## config.mk

```make
export PLATFORM = sky130hd
export DESIGN_NAME = mem_stage
export DESIGN_NICKNAME = d
export VERILOG_FILES = /design/src/rtl/mem_stage_pkg.sv /design/src/rtl/mem_stage_lsu_align.sv /design/src/rtl/mem_stage.sv
export SDC_FILE = /design/constraint.sdc
export NUM_CORES = 1
export LEC_CHECK = 0
export CAP_MARGIN = 5
export CORE_MARGIN = 2
export CORE_UTILIZATION = 30
export CTS_CLUSTER_SIZE = 20
export DETAILED_ROUTE_END_ITERATION = 12
export DONT_BUFFER_PORTS = 1
export SETUP_SLACK_MARGIN = 0.15
export SLEW_MARGIN = 40
export SYNTH_ARGS = -nofsm -noshare
export SYNTH_HDL_FRONTEND = slang
export SYNTH_SLANG_ARGS = --single-unit
```

## constraint.sdc

```tcl
create_clock -name i_clk -period 4.75 [get_ports i_clk]
set_clock_uncertainty 0.2 [all_clocks]
set_input_delay 0.475 -clock i_clk [delete_from_list [all_inputs] [get_ports i_clk]]
set_output_delay 0.475 -clock i_clk [all_outputs]
set_load 0.01 [all_outputs]
```

## src/rtl/mem_stage_pkg.sv

```systemverilog
// Shared constants and types for the memory stage: load/store opcodes,
// funct3 encodings, FSM states and the access-size decode helper.
package mem_stage_pkg;

    localparam logic [6:0] L_OP = 7'b0000011;
    localparam logic [6:0] S_OP = 7'b0100011;

    localparam logic [2:0] LB  = 3'b000;
    localparam logic [2:0] LH  = 3'b001;
    localparam logic [2:0] LW  = 3'b010;
    localparam logic [2:0] LBU = 3'b100;
    localparam logic [2:0] LHU = 3'b101;
    localparam logic [2:0] SB  = 3'b000;
    localparam logic [2:0] SH  = 3'b001;
    localparam logic [2:0] SW  = 3'b010;

    typedef enum logic [1:0] {
        MEM_IDLE = 2'd0,
        MEM_WAIT = 2'd1,
        MEM_RESP = 2'd2,
        MEM_DONE = 2'd3
    } mem_state_t;

    typedef enum logic [1:0] {
        ACC_BYTE = 2'd0,
        ACC_HALF = 2'd1,
        ACC_WORD = 2'd2
    } acc_size_t;

    // Unrecognised funct3 values fall back to a full-word access.
    function automatic acc_size_t acc_size(input logic is_store, input logic [2:0] funct3);
        acc_size_t sz;
        sz = ACC_WORD;
        if (is_store) begin
            case (funct3)
                SB:      sz = ACC_BYTE;
                SH:      sz = ACC_HALF;
                SW:      sz = ACC_WORD;
                default: sz = ACC_WORD;
            endcase
        end else begin
            case (funct3)
                LB, LBU: sz = ACC_BYTE;
                LH, LHU: sz = ACC_HALF;
                LW:      sz = ACC_WORD;
                default: sz = ACC_WORD;
            endcase
        end
        return sz;
    endfunction

endpackage

```

## src/rtl/mem_stage_lsu_align.sv

```systemverilog
// Combinational byte-lane logic: store strobes/replication, load lane
// extraction with sign/zero extension, and the alignment check.
module lsu_align
    import mem_stage_pkg::*;
#(
    parameter int XLEN = 32
) (
    input  logic            is_load,
    input  logic            is_store,
    input  logic [2:0]      funct3,
    input  logic [1:0]      addr_lo,
    input  logic [XLEN-1:0] st_data,
    input  logic [XLEN-1:0] ld_word,
    output logic [3:0]      wstrb,
    output logic [XLEN-1:0] wdata,
    output logic [XLEN-1:0] ld_data,
    output logic            misaligned
);

    function automatic logic [XLEN-1:0] extend_lane(
        input logic [15:0]     lane,
        input acc_size_t       sz,
        input logic            zext,
        input logic [XLEN-1:0] word
    );
        logic signed [7:0]      b_s;
        logic signed [15:0]     h_s;
        logic signed [XLEN-1:0] sx;
        logic [XLEN-1:0]        r;
        b_s = lane[7:0];
        h_s = lane;
        r   = word;
        if (sz == ACC_BYTE) begin
            if (zext) begin
                r = XLEN'(lane[7:0]);
            end else begin
                sx = XLEN'(b_s);
                r  = sx;
            end
        end else if (sz == ACC_HALF) begin
            if (zext) begin
                r = XLEN'(lane);
            end else begin
                sx = XLEN'(h_s);
                r  = sx;
            end
        end
        return r;
    endfunction

    acc_size_t   sz;
    logic [7:0]  byte_lane;
    logic [15:0] half_lane;
    logic [15:0] sel_lane;

    assign sz        = acc_size(is_store, funct3);
    assign byte_lane = ld_word[{addr_lo, 3'b000} +: 8];
    assign half_lane = ld_word[{addr_lo[1], 4'b0000} +: 16];
    assign sel_lane  = (sz == ACC_BYTE) ? {8'h00, byte_lane} : half_lane;

    always_comb begin
        wstrb      = 4'b0000;
        wdata      = st_data;
        ld_data    = '0;
        misaligned = 1'b0;

        case (sz)
            ACC_WORD: misaligned = (addr_lo != 2'b00);
            ACC_HALF: misaligned = addr_lo[0];
            default:  misaligned = 1'b0;
        endcase
        misaligned = misaligned & (is_load | is_store);

        if (is_store) begin
            case (sz)
                ACC_BYTE: begin
                    wstrb = 4'b0001 << addr_lo;
                    wdata = {4{st_data[7:0]}};
                end
                ACC_HALF: begin
                    wstrb = addr_lo[1] ? 4'b1100 : 4'b0011;
                    wdata = {2{st_data[15:0]}};
                end
                default: begin
                    wstrb = 4'b1111;
                    wdata = st_data;
                end
            endcase
        end

        // funct3[2] distinguishes the unsigned load variants.
        if (is_load) begin
            ld_data = extend_lane(sel_lane, sz, funct3[2], ld_word);
        end
    end

endmodule

```

## src/rtl/mem_stage.sv

```systemverilog
// Pipeline memory stage: issues loads/stores on a req/ack bus, stalls
// upstream while an access is in flight and registers results for writeback.
module mem_stage
    import mem_stage_pkg::*;
#(
    parameter int XLEN  = 32,
    parameter int XADDR = 5,
    parameter int OPLEN = 7
) (
    input  logic             i_clk,
    input  logic             i_rst_n,
    input  logic [OPLEN-1:0] i_opcode,
    input  logic [2:0]       i_funct3,
    input  logic [XLEN-1:0]  i_alu_result,
    input  logic [XLEN-1:0]  i_rs2_data,
    input  logic [XADDR-1:0] i_rd_addr,
    input  logic             i_rd_wr_en,
    input  logic [XLEN-1:0]  i_pc,
    input  logic             i_stall,
    output logic             o_dmem_req,
    output logic             o_dmem_we,
    output logic [XLEN-1:0]  o_dmem_addr,
    output logic [XLEN-1:0]  o_dmem_wdata,
    output logic [3:0]       o_dmem_wstrb,
    input  logic             i_dmem_ack,
    input  logic [XLEN-1:0]  i_dmem_rdata,
    output logic [OPLEN-1:0] or_opcode,
    output logic [XADDR-1:0] or_rd_addr,
    output logic             or_rd_wr_en,
    output logic [XLEN-1:0]  or_rd_data,
    output logic [XLEN-1:0]  or_pc,
    output logic             or_misaligned,
    output logic [XLEN-1:0]  or_misaligned_addr,
    output logic             or_stall
);

    mem_state_t state_q, state_d;

    logic             is_ld, is_st, is_mem, idle;
    logic             mem_go;
    logic [OPLEN-1:0] opcode_p1;
    logic [2:0]       funct3_p1;
    logic [XADDR-1:0] rd_addr_p1;
    logic             rd_wr_en_p1;
    logic [XLEN-1:0]  pc_p1;
    logic [XLEN-1:0]  addr_p1;
    logic             is_st_p1;
    logic [XLEN-1:0]  ld_buf_p2;

    logic             lsu_is_load, lsu_is_store;
    logic [2:0]       lsu_funct3;
    logic [1:0]       lsu_addr_lo;
    logic [3:0]       lsu_wstrb;
    logic [XLEN-1:0]  lsu_wdata, lsu_ld_data;
    logic             lsu_misaligned;

    assign is_ld  = (i_opcode == L_OP);
    assign is_st  = (i_opcode == S_OP);
    assign is_mem = is_ld | is_st;
    assign idle   = (state_q == MEM_IDLE);
    assign mem_go = idle & is_mem & ~lsu_misaligned & ~i_stall;

    // The aligner sees the live instruction in IDLE and the captured one afterwards.
    assign lsu_is_load  = idle ? is_ld : ~is_st_p1;
    assign lsu_is_store = idle ? is_st : is_st_p1;
    assign lsu_funct3   = idle ? i_funct3 : funct3_p1;
    assign lsu_addr_lo  = idle ? i_alu_result[1:0] : addr_p1[1:0];

    lsu_align #(
        .XLEN(XLEN)
    ) u_lsu_align (
        .is_load    (lsu_is_load),
        .is_store   (lsu_is_store),
        .funct3     (lsu_funct3),
        .addr_lo    (lsu_addr_lo),
        .st_data    (i_rs2_data),
        .ld_word    (ld_buf_p2),
        .wstrb      (lsu_wstrb),
        .wdata      (lsu_wdata),
        .ld_data    (lsu_ld_data),
        .misaligned (lsu_misaligned)
    );

    assign or_stall = (idle & is_mem & ~lsu_misaligned)
                    | (state_q == MEM_WAIT)
                    | (state_q == MEM_RESP)
                    | i_stall;

    always_ff @(posedge i_clk) begin
        if (!i_rst_n) begin
            state_q <= MEM_IDLE;
        end else begin
            state_q <= state_d;
        end
    end

    always_comb begin
        state_d = state_q;
        case (state_q)
            MEM_IDLE: if (mem_go)      state_d = MEM_WAIT;
            MEM_WAIT: if (i_dmem_ack)  state_d = MEM_RESP;
            MEM_RESP: if (!i_stall)    state_d = MEM_DONE;
            MEM_DONE: if (!i_stall)    state_d = MEM_IDLE;
            default:                   state_d = MEM_IDLE;
        endcase
    end

    // p1: instruction capture at bus issue
    always_ff @(posedge i_clk) begin
        if (mem_go) begin
            opcode_p1   <= i_opcode;
            funct3_p1   <= i_funct3;
            rd_addr_p1  <= i_rd_addr;
            rd_wr_en_p1 <= i_rd_wr_en;
            pc_p1       <= i_pc;
            addr_p1     <= i_alu_result;
            is_st_p1    <= is_st;
        end
    end

    // p2: bus, load buffer and writeback registers
    always_ff @(posedge i_clk) begin
        if (!i_rst_n) begin
            o_dmem_req         <= 1'b0;
            o_dmem_we          <= 1'b0;
            o_dmem_addr        <= '0;
            o_dmem_wdata       <= '0;
            o_dmem_wstrb       <= 4'b0000;
            ld_buf_p2          <= '0;
            or_opcode          <= '0;
            or_rd_addr         <= '0;
            or_rd_wr_en        <= 1'b0;
            or_rd_data         <= '0;
            or_pc              <= '0;
            or_misaligned      <= 1'b0;
            or_misaligned_addr <= '0;
        end else begin
            or_misaligned <= 1'b0;
            case (state_q)
                MEM_IDLE: begin
                    if (!i_stall && !is_mem) begin
                        or_opcode   <= i_opcode;
                        or_rd_addr  <= i_rd_addr;
                        or_rd_wr_en <= i_rd_wr_en;
                        or_rd_data  <= i_alu_result;
                        or_pc       <= i_pc;
                    end else if (!i_stall && lsu_misaligned) begin
                        or_opcode          <= i_opcode;
                        or_rd_addr         <= i_rd_addr;
                        or_rd_wr_en        <= 1'b0;
                        or_rd_data         <= i_alu_result;
                        or_pc              <= i_pc;
                        or_misaligned      <= 1'b1;
                        or_misaligned_addr <= i_alu_result;
                    end else if (mem_go) begin
                        o_dmem_req   <= 1'b1;
                        o_dmem_we    <= is_st;
                        o_dmem_addr  <= {i_alu_result[XLEN-1:2], 2'b00};
                        o_dmem_wdata <= lsu_wdata;
                        o_dmem_wstrb <= lsu_wstrb;
                    end
                end
                MEM_WAIT: begin
                    if (i_dmem_ack) begin
                        o_dmem_req <= 1'b0;
                        ld_buf_p2  <= i_dmem_rdata;
                    end
                end
                MEM_RESP: begin
                    if (!i_stall) begin
                        or_opcode   <= opcode_p1;
                        or_rd_addr  <= rd_addr_p1;
                        or_rd_wr_en <= rd_wr_en_p1 & ~is_st_p1;
                        or_rd_data  <= is_st_p1 ? addr_p1 : lsu_ld_data;
                        or_pc       <= pc_p1;
                    end
                end
                MEM_DONE: begin
                    if (!i_stall) begin
                        or_rd_wr_en <= 1'b0;
                    end
                end
                default: ;
            endcase
        end
    end

endmodule

```

==> results.json <==
{
  "first_iter_violations": 659,
  "synth_area_leader_cell": "dfxtp_1",
  "crit_fanout": 26,
  "grt_max_degree": 243,
  "cp.arrival_ns": 4.06,
  "syn-cell-area_mm2": 0.0124,
  "route.detailed.drc": 0,
  "topRoutingLayerUsed": "met4",
  "layout.nets": 1514,
  "fin_util_pct": 38.3,
  "period_minus_slack_ns": 3.84,
  "dp_hpwl_mm": 26.5,
  "synth_commonest_cells": "325 x nand2_1, 212 x dfxtp_1, 102 x a21boi_0",
  "wl_met1_mm": 17.5,
  "status": "complete, no violations",
  "r2r_start": "state_q[1]$_SDFFE_PN0P_",
  "synth_seq_cells": 293,
  "yosys.area.top_type_share_pct": 34.2,
  "cts.sinks": 293,
  "worstSetupEndpointType": "register",
  "critPathKind": "reg2reg",
  "path_cells": "inv_1 > ha_2 > mux2i_1 > nand2_1 > nor2_2 > buf_4 > nand2_1 > o22ai_1 > dlygate4sd3_1 > o21ai_0",
  "hold_start": "i_rs2_data[1]",
  "route.met3.wl_mm": 3.76,
  "clock_latency_ns": 0.54,
  "grt_use_total_pct": 18.8,
  "yosys_most_used_dff": "dfxtp_1",
  "cts-root-buf": "clkbuf_16",
  "crit_family": "buffers and inverters",
  "finalHoldViolations": 0,
  "fmax_mhz": 260,
  "power.leakage_uw": 0.00576,
  "synthToLayoutAreaGrowth_pct": 25.9,
  "ios": 329,
  "period_share_pct": 80.9,
  "antenna_found_initial": 1,
  "cp-startpoint": "state_q[1]$_SDFFE_PN0P_",
  "synth.avg_cell_area_um2": 9.85,
  "cts_max_level": 2,
  "slowest_delay_ns": 0.57,
  "cts_setup_buffers": 0,
  "dr_wl_met2_mm": 19.1,
  "rsz0062_at_grt": "no",
  "placementRows": 74,
  "dieHeight_um": 208,
  "crit_top_cell": "nand2_1",
  "maxSlewViolCount": 0,
  "slowest_stage": "nor2_2",
  "dr.pass1.iters": 8,
  "fp.dieArea_mm2": 0.0431,
  "tightest_slew_ns": 0.830,
  "path_buf_inv": 3,
  "syn_inst": 1261,
  "vias_per_cell": 5.27,
  "cp-start-kind": "register",
  "fp.dieW_um": 208,
  "fill_cells": 3985,
  "antenna_cells": 0,
  "path_clk_slew_ns": 0.06,
  "yosysUniqueCellTypes": 57,
  "relSlewSlack_pct": 44.5,
  "io_buffers": 0,
  "grt_pass1_wl_mm": 63.1,
  "grt_pass1_vias": 9855,
  "yosys-top-cells-area": "dfxtp_1 34%, edfxtp_1 20%, nand2_1 9.8%, a21boi_0 6.2%, mux2i_1 5.6%",
  "setup_viol": 0,
  "required_ns": 4.97,
  "finalWeightedCongestion": 0.811,
  "ir_drop_mv": 0.267,
  "yosysMostFrequentCell": "nand2_1",
  "wl_per_cell_um": 21.8,
  "design.core.area_mm2": 0.0408,
  "cts_buffer_depth": 3,
  "gr-total-overflow": 0,
  "drive_gt1_share_pct": 7.63,
  "initial_core_util_pct": 30.4,
  "cts_inserted_buffers": 36,
  "cts_tree": "yes",
  "synth_warnings": 0,
  "num_vias": 10127,
  "drv_cap": 0,
  "finalSetupTns_ns": 0,
  "ant_nets": 0,
  "power_density_mw_per_mm2": 432,
  "min_path_type": "in2reg",
  "synth_edf_count": 81,
  "wirelength_mm": 42.0,
  "ys_seq_area_share_pct": 53.7,
  "ys_async_sr_fraction_pct": 0
}
## cells by family (layout without fill, tap and decap cells)
logic type      after synthesis  after routing  share of synthesized area (%)
simple gates                399            399                           13.2
mux                          85             85                           7.00
fa+ha+maj                     5              5                          0.503
flops                       293            293                           53.7
other cells                   1              2                         0.0302
compound gates              364            364                           21.7
buf+inv                     114            241                           3.79
## what timing repair did
action / CTS / global route
gates resized for setup: 0 / 0
hold buffers: 147 / 0
hold endpoints to repair: 293 / 0
## placed cells by master (no fill, tap or decap), drive strengths merged, types with 5 or more instances in the layout
| master | count |
|---|---|
| a31oi | 8 |
| o211ai | 27 |
| o21ai | 41 |
| dlygate4sd3 | 146 |
| o22ai | 39 |
| clkbuf | 55 |
| and2 | 5 |
| a21boi | 102 |
| clkinv | 5 |
| and3 | 15 |
| o221ai | 7 |
| mux2i | 70 |
| mux2 | 15 |
| nor2 | 10 |
| nor3 | 6 |
| buf | 20 |
| edfxtp | 81 |
| a211oi | 16 |
| o211a | 62 |
| a221oi | 8 |
| inv | 9 |
| ha | 5 |
| nand3 | 18 |
| nand2b | 5 |
| nand2 | 325 |
| dfxtp | 212 |
| a21oi | 34 |
## power by group
| group | leakage [uW] | switching, uW | internal [uW] |
|---|---|---|---|
| Sequential | 0.00245 | 213 | 2730 |
| Clock | 0.000589 | 1100 | 1730 |
| Combinational | 0.00272 | 578 | 402 |
| Total | 0.00576 | 1890 | 4860 |
## through the flow
step / instance area, um2 / setup WS, ns / instances / power [uW] / hold slack [ns]
2_1_floorplan: 12400 / 0.785 / 1262 / 3570 / 0.244
3_3_place_gp: 12900 / 1.12 / 1707 / 3770 / 0.275
3_5_place_dp: 12900 / 1.21 / 1707 / 3800 / 0.279
4_1_cts: 15600 / 0.896 / 1920 / 6840 / 0.00180
5_1_grt: 15600 / 0.609 / 1921 / 7050 / 0.0280
6_report: 15600 / 0.910 / 1921 / 6760 / 0.0283
## tightest hold or removal path, delay by kind of cell
family	cells	cell delay (ns)
AOI/OAI and AO/OA	1	0.13
and+or+nand+nor	1	0.07
muxes	1	0.05
## final cells by class
class | instances | area, um2 | share of cell area, %
clock buffers | 55 | 1080 | 6.88
clock inverters | 11 | 153 | 0.976
inverters | 9 | 38.8 | 0.248
multi-input cells | 855 | 5350 | 34.2
flip-flops and latches | 293 | 6680 | 42.7
well taps | 532 | 666 | 4.25
repair buffers | 166 | 1690 | 10.8
## path summary, 6_finish.rpt
path | endpoint | slack (ns) | cells past startpoint
max reg2reg | o_dmem_wdata[26]$_SDFFE_PN0P_ | 0.91 | 10
min | o_dmem_wdata[17]$_SDFFE_PN0P_ | 0.03 | 3
max | o_dmem_wdata[26]$_SDFFE_PN0P_ | 0.91 | 10
min reg2reg | ld_buf_p2[2]$_SDFFE_PN0P_ | 0.28 | 2
## routing by layer
metal,vias to the layer above,track usage (%)
met2,401,29.7
li1,4772,-
met1,4855,23.3
met3,99,6.67
met4,0,7.51
met5,-,0
## sequential cells by signal, summed over array words and instances (netlist names), 2 cells and up
| register | cells |
|---|---|
| addr_p1 | 32 |
| funct3_p1 | 3 |
| ld_buf_p2 | 32 |
| o_dmem_addr | 30 |
| o_dmem_wdata | 32 |
| o_dmem_wstrb | 4 |
| opcode_p1 | 7 |
| or_misaligned_addr | 32 |
| or_opcode | 7 |
| or_pc | 32 |
| or_rd_addr | 5 |
| or_rd_data | 32 |
| pc_p1 | 32 |
| rd_addr_p1 | 5 |
| state_q | 2 |
(Power assumes the default switching activity.)
